## src/rtl/priority_decoder_pkg.sv

```systemverilog
// Shared FSM state type and index-width helper for priority_decoder and priority_encoder.
package priority_decoder_pkg;

    typedef enum logic [0:0] {
        ACCUM = 1'b0,
        EMIT  = 1'b1
    } state_e;

    // Smallest index width able to address 'width' positions (minimum 1).
    function automatic int idx_width(input int width);
        int w;
        w = 1;
        for (int i = 1; i < 16; i++) begin
            if ((32'd1 << i) < width) begin
                w = i + 1;
            end else begin
                w = w;
            end
        end
        return w;
    endfunction

endpackage

```

## src/rtl/priority_encoder.sv

```systemverilog
// Combinational lowest-set-bit encoder; reports 0 when no bit is set.
module priority_encoder
    import priority_decoder_pkg::*;
#(
    parameter  int INPUT_WIDTH = 8,
    localparam int OUT_W       = idx_width(INPUT_WIDTH)
) (
    input  logic [INPUT_WIDTH-1:0] in_bits,
    output logic [OUT_W-1:0]       first_idx
);

    // Scan downward so the lowest set bit is the final value written.
    always_comb begin
        first_idx = '0;
        for (int i = INPUT_WIDTH - 1; i >= 0; i--) begin
            if (in_bits[i]) begin
                first_idx = OUT_W'(i);
            end else begin
                first_idx = first_idx;
            end
        end
    end

endmodule

```

## src/rtl/priority_decoder.sv

```systemverilog
// Accumulates index beats into a bitmap and emits each group with its lowest set position.
// Optional build macro: PRIORITY_DECODER_ASSERT_EN adds immediate output-consistency assertions.
module priority_decoder
    import priority_decoder_pkg::*;
#(
    parameter  int OUTPUT_WIDTH = 8,
    localparam int IDX_W        = $clog2(OUTPUT_WIDTH)
) (
    input  logic                    clk,
    input  logic                    rst,
    input  logic                    in_valid,
    output logic                    in_ready,
    input  logic [IDX_W-1:0]        in_index,
    input  logic                    in_last,
    output logic                    out_valid,
    input  logic                    out_ready,
    output logic [OUTPUT_WIDTH-1:0] out_bits,
    output logic [IDX_W-1:0]        out_first,
    output logic                    out_err
);

    state_e                  state_q, state_d;
    logic [OUTPUT_WIDTH-1:0] mask_q, mask_d;
    logic [OUTPUT_WIDTH-1:0] onehot_s;
    logic                    err_q, err_d;
    logic                    in_range_s;
    logic                    in_ready_s, out_valid_s;

    assign onehot_s   = {{(OUTPUT_WIDTH-1){1'b0}}, 1'b1} << in_index;
    // Only non-power-of-two widths can actually see an out-of-range index.
    assign in_range_s = ({1'b0, in_index} < (IDX_W+1)'(OUTPUT_WIDTH));

    // Next-state, mask/error accumulation and handshake decode.
    always_comb begin
        state_d     = state_q;
        mask_d      = mask_q;
        err_d       = err_q;
        in_ready_s  = 1'b0;
        out_valid_s = 1'b0;
        case (state_q)
            ACCUM: begin
                in_ready_s = 1'b1;
                if (in_valid) begin
                    if (in_range_s) begin
                        mask_d = mask_q | onehot_s;
                    end else begin
                        err_d = 1'b1;
                    end
                    if (in_last) begin
                        state_d = EMIT;
                    end else begin
                        state_d = ACCUM;
                    end
                end else begin
                    state_d = ACCUM;
                end
            end
            EMIT: begin
                out_valid_s = 1'b1;
                if (out_ready) begin
                    state_d = ACCUM;
                    mask_d  = '0;
                    err_d   = 1'b0;
                end else begin
                    state_d = EMIT;
                end
            end
            default: begin
                state_d = ACCUM;
                mask_d  = '0;
                err_d   = 1'b0;
            end
        endcase
    end

    // State, mask and sticky error registers.
    always_ff @(posedge clk or posedge rst) begin
        if (rst) begin
            state_q <= ACCUM;
            mask_q  <= '0;
            err_q   <= 1'b0;
        end else begin
            state_q <= state_d;
            mask_q  <= mask_d;
            err_q   <= err_d;
        end
    end

    priority_encoder #(
        .INPUT_WIDTH(OUTPUT_WIDTH)
    ) u_first (
        .in_bits  (mask_q),
        .first_idx(out_first)
    );

    assign in_ready  = in_ready_s;
    assign out_valid = out_valid_s;
    assign out_bits  = mask_q;
    assign out_err   = err_q;

`ifdef PRIORITY_DECODER_ASSERT_EN
    logic [OUTPUT_WIDTH-1:0] hold_bits_q;
    logic                    hold_q;

    // Remember whether the previous cycle was a stalled emission.
    always_ff @(posedge clk or posedge rst) begin
        if (rst) begin
            hold_q      <= 1'b0;
            hold_bits_q <= '0;
        end else begin
            hold_q      <= out_valid_s && !out_ready;
            hold_bits_q <= mask_q;
        end
    end

    // Lowest-position consistency and stall stability of the presented group.
    always_ff @(posedge clk) begin
        if (!rst && out_valid_s) begin
            if (mask_q != '0) begin
                assert (mask_q[out_first] == 1'b1);
                assert ((mask_q & ((OUTPUT_WIDTH'(1) << out_first) - OUTPUT_WIDTH'(1))) == '0);
            end
            if (hold_q) begin
                assert (mask_q == hold_bits_q);
            end
        end
    end
`endif

endmodule

```

## config.mk

```make
export PLATFORM = sky130hd
export DESIGN_NAME = priority_decoder
export DESIGN_NICKNAME = d
export VERILOG_FILES = /design/src/rtl/priority_decoder_pkg.sv /design/src/rtl/priority_encoder.sv /design/src/rtl/priority_decoder.sv
export SDC_FILE = /design/constraint.sdc
export NUM_CORES = 1
export LEC_CHECK = 0
export CELL_PAD_IN_SITES_DETAIL_PLACEMENT = 0
export CELL_PAD_IN_SITES_GLOBAL_PLACEMENT = 1
export CORE_UTILIZATION = 30
export DETAILED_ROUTE_END_ITERATION = 12
export PLACE_DENSITY_LB_ADDON = 0.1
export SYNTH_ARGS = -nofsm -noshare
export SYNTH_HDL_FRONTEND = slang
export SYNTH_HIERARCHICAL = 1
export SYNTH_SLANG_ARGS = --single-unit
```

## constraint.sdc

```tcl
create_clock -name clk -period 2 [get_ports clk]
set_clock_uncertainty 0.1 [all_clocks]
set_input_delay 0.2 -clock clk [delete_from_list [all_inputs] [get_ports clk]]
set_output_delay 0.2 -clock clk [all_outputs]
set_load 0.02 [all_outputs]
```

Yosys cells after proc, flatten, opt, wreduce, memory -nomap -nowiden:

Index checks and enable logic that the tools add are counted.

* $add $sub $neg: 0
* multipliers: 0
* divide/modulo/power cells: 0
* $lt $le $gt $ge: 0
* equality and inequality tests: 2
* shifts and indexed selects: 1
* mux-type cells: 19
* bitwise logic cells: 2
* reduce and logical (&&, ||, !) cells: 2

Operators by type and width (number)
* $mux W3: 8
* $mux W8: 2
* $pmux W8 S2: 1
* $or A8 B8 Y8: 1
* $shl A1 B3 Y8 const A: 1
* $mux W1: 7
* $ne A2 B2 Y1 const B: 2
* $reduce_and A2 Y1: 2
* $pmux W1 S2: 1
* $not A1 Y1: 1

* register bits: 10
* bits in latches: 0
* RAM bits: 0
* bits in read-only memories: 0
* input port bits: 8
* output and inout bits: 14
* memories kept: 0

Depth between registers and ports, before layout:

* depth after elaboration: 8
* depth in mapped cells: 3

Cells and area by module:

Netlist, hierarchy kept.

Modules (own cells, without submodules)
* priority_decoder: times used 1, cells an instance 29, area an instance 370.4 sq um
* priority_encoder: times used 1, cells an instance 12, area an instance 83.8 sq um

Worst setup path before layout:

Ideal clock, no wire load.

* kind: reg2out
* start: reg mask_q[2], in the netlist out_bits[2]
* end: out out_first[2]
* arrival: 1.352 ns
* required time: 1.700 ns
* slack: 0.348 ns
* cell stages (with the launch flop): 3
* buffers on the path: 0
* cells stage by stage: dfrtp_1 -> nor2_2 -> nor4b_1

* longest elaborated chain between the ends: 3

RTL lines
* start: declaration: RTL line priority_decoder.sv:23 `logic [OUTPUT_WIDTH-1:0] mask_q, mask_d;`
* start signal: assignment: RTL line priority_decoder.sv:84 `mask_q <= mask_d;`
* $mux W3 (3 in a row): RTL line priority_encoder.sv:16 `if (in_bits[i]) begin`
* end: declaration: RTL line priority_decoder.sv:18 `output logic [IDX_W-1:0] out_first,`

No other way between the ends.

Final worst setup path:

* start: reg mask_q[4], in the netlist out_bits[4]
* end: out out_first[1]

* longest elaborated chain between the ends: 5

RTL lines (RTL line)
* $mux W3 (5 in a row): priority_encoder.sv:16

No other way between the ends.

==> impl_metrics.yaml <==
status:
  status: "finished clean"
timing:
  setup_violations: 0
  min_period_ps: 1750
  finalWorstSetupSlack_ps: 251
  fin_setup_tns_ps: 0
  hold_viol_final: 0
  period_share_pct: 87.5
  rsz0062_at_grt: "false"
  drv_slew: 0
  fmax_mhz: 572
yosys:
  ys_seq_area_share_pct: 49.6
  yosysTopAreaCell: "dfrtp_1"
  synth_top_area_share_pct: 49.6
  yosysWarnings: 6
  async_flop_share_pct: 100
  synth_top_cells_by_count: "dfrtp_1, a32o_1, inv_1"
  synthesis.nets: 49
  ys_ff_latch: 9
  synth_ff_type: "dfrtp_1"
  yosysMostFrequentCell: "dfrtp_1"
  synth_edf_count: 0
  synth_cell_types: 19
  netlist_area_um2: 454
  syn_avg_cell_area_um2: 11.1
  yosys-top-cells-area: "dfrtp_1, a32o_1, inv_1"
  syn_inst: 41
setup_path:
  crit_type: "flip-flop to output port"
  reg2regPathDepth: 2
  startpoint_type: "flip-flop"
  crit_required_ps: 1700
  crit_arrival_ps: 1450
  cp_max_fo: 5
  end_kind: "output port"
clocking:
  clockBufferDepth: 2
  cts.sinks: 9
  cts_tree: "done"
  clock_latency_ps: 260
  post_cts_buffers: 0
  post_cts_resized: 3
  path_clk_slew_ps: 60
  root_buffer: "clkbuf_4"
  htree_levels: 1
  postCtsHoldBufs: 0
  cts_made_buffers: 3
final_layout:
  final_nets: 73
  fin_area_um2: 688
  drive_above_1_share_pct: 10.9
  num_antenna_cells: 0
  area_delta_synth_final_pct: 51.5
die:
  rows: 13
  dieArea_um2: 1670
  die_x_um: 40.9
  fp.dieH_um: 40.9
  start_util_pct: 33.6
  ios: 22
  core_area_um2: 1350
pwr:
  p_leak_nw: 0.299
  power_uw: 687
  peakVddDrop_mv: 0.399
  cellPowerDensity_nw_per_um2: 998
placed_design:
  place_area_um2: 666
  dp_hpwl_um: 795
  io_buffer_count: 20
  dp_worst_setup_slack_ps: 232
  gp_congestion: 0.745
job:
  maxCapViolations: 0
drt:
  drt-vias-per-instance: 5.09
  first_pass_iters: 3
  ant_nets: 0
  wire_per_inst_um: 13.2
  vias: 402
  drc: 0
  drt-total-wl_um: 1040
  drtIter0Drc: 3
global_routing:
  antenna_found_initial: 0
  grt_use_total_pct: 15.9
  grt_first_pass_wirelength_um: 1640
  grt_pass1_vias: 376
  overflow: 0
  grt_max_degree: 10
worst_hold_path:
  hold_path.class: "input pin to async pin"
[placed cells by master (no fill, tap or decap)]
cell type,instances
nor4_1,1
clkbuf_4,3
a21oi_1,2
clkbuf_1,1
nor3b_1,1
conb_1,1
dfrtp_1,9
inv_1,6
and3b_1,1
nand3b_1,1
o21ai_1,2
clkdlybuf4s50_1,17
nor4b_1,1
o41ai_2,1
nor2_2,1
a22o_1,2
nor2_1,2
dlygate4sd2_1,3
a211oi_2,1
nor3b_2,1
a32o_1,6
nand2_1,1
[sequential cells by signal, indices dropped and copies added (netlist names)]
register,count
state_q,1
out_bits,8
[power by group]
| group | switching, mW | internal (mW) |
|---|---|---|
| Combinational | 0.141 | 0.146 |
| Clock | 0.0616 | 0.0768 |
| Sequential | 0.0479 | 0.214 |
| Total | 0.251 | 0.437 |
[routing by layer]
layer | routed length [um] | GRT usage, % | vias up
met5 | 0 | 0 | -
met4 | 25 | 10.0 | 0
met3 | 67 | 3.26 | 4
met2 | 491 | 26.6 | 17
met1 | 454 | 18.2 | 179
li1 | - | - | 202
[worst paths after layout]
path                              from  slack, ps           end
setup / recovery           out_bits[4]        250  out_first[1]
hold / removal                     rst        100   out_bits[3]
setup reg to reg               state_q        850   out_bits[6]
hold reg to reg            out_bits[3]        470   out_bits[3]
max in group asynchronous          rst       1450   out_bits[1]
min in group clk               in_last        430       state_q
[logic make-up (layout without fill, tap and decap cells)]
| logic type | Yosys count | count (layout) | synth area share (%) |
|---|---|---|---|
| other | 1 | 1 | 0.826 |
| AND/OR/NAND/NOR | 10 | 10 | 15.2 |
| flip-flops | 9 | 9 | 49.6 |
| AO/OA/AOI/OAI | 14 | 14 | 27.8 |
| buffers and inverters | 7 | 30 | 6.61 |
[worst max-delay path, cell delays in order (launching register included)]
cell and delay, ps:
dfrtp_1 440, nor2_1 100, o21ai_1 90, a211oi_2 210
dlygate4sd2_1 350
[through the flow]
step                      instances  util [%]  hold WS (ps)
after floorplan                  41         -         -72.1
after global placement           75      49.3           395
after detailed placement         75      49.3           385
after CTS                        79      51.0           114
after global routing             79      51.0           153
final                            79      51.0           103
[layout make-up]
type	count	area, um^2
inverters	6	22.5
multi-input cells	25	199
well taps	15	18.8
repair buffers	20	196
clock buffers	4	26.3
fillers	130	662
flip-flops and latches	9	225
Note: power is estimated with default switching activity, not from simulation.
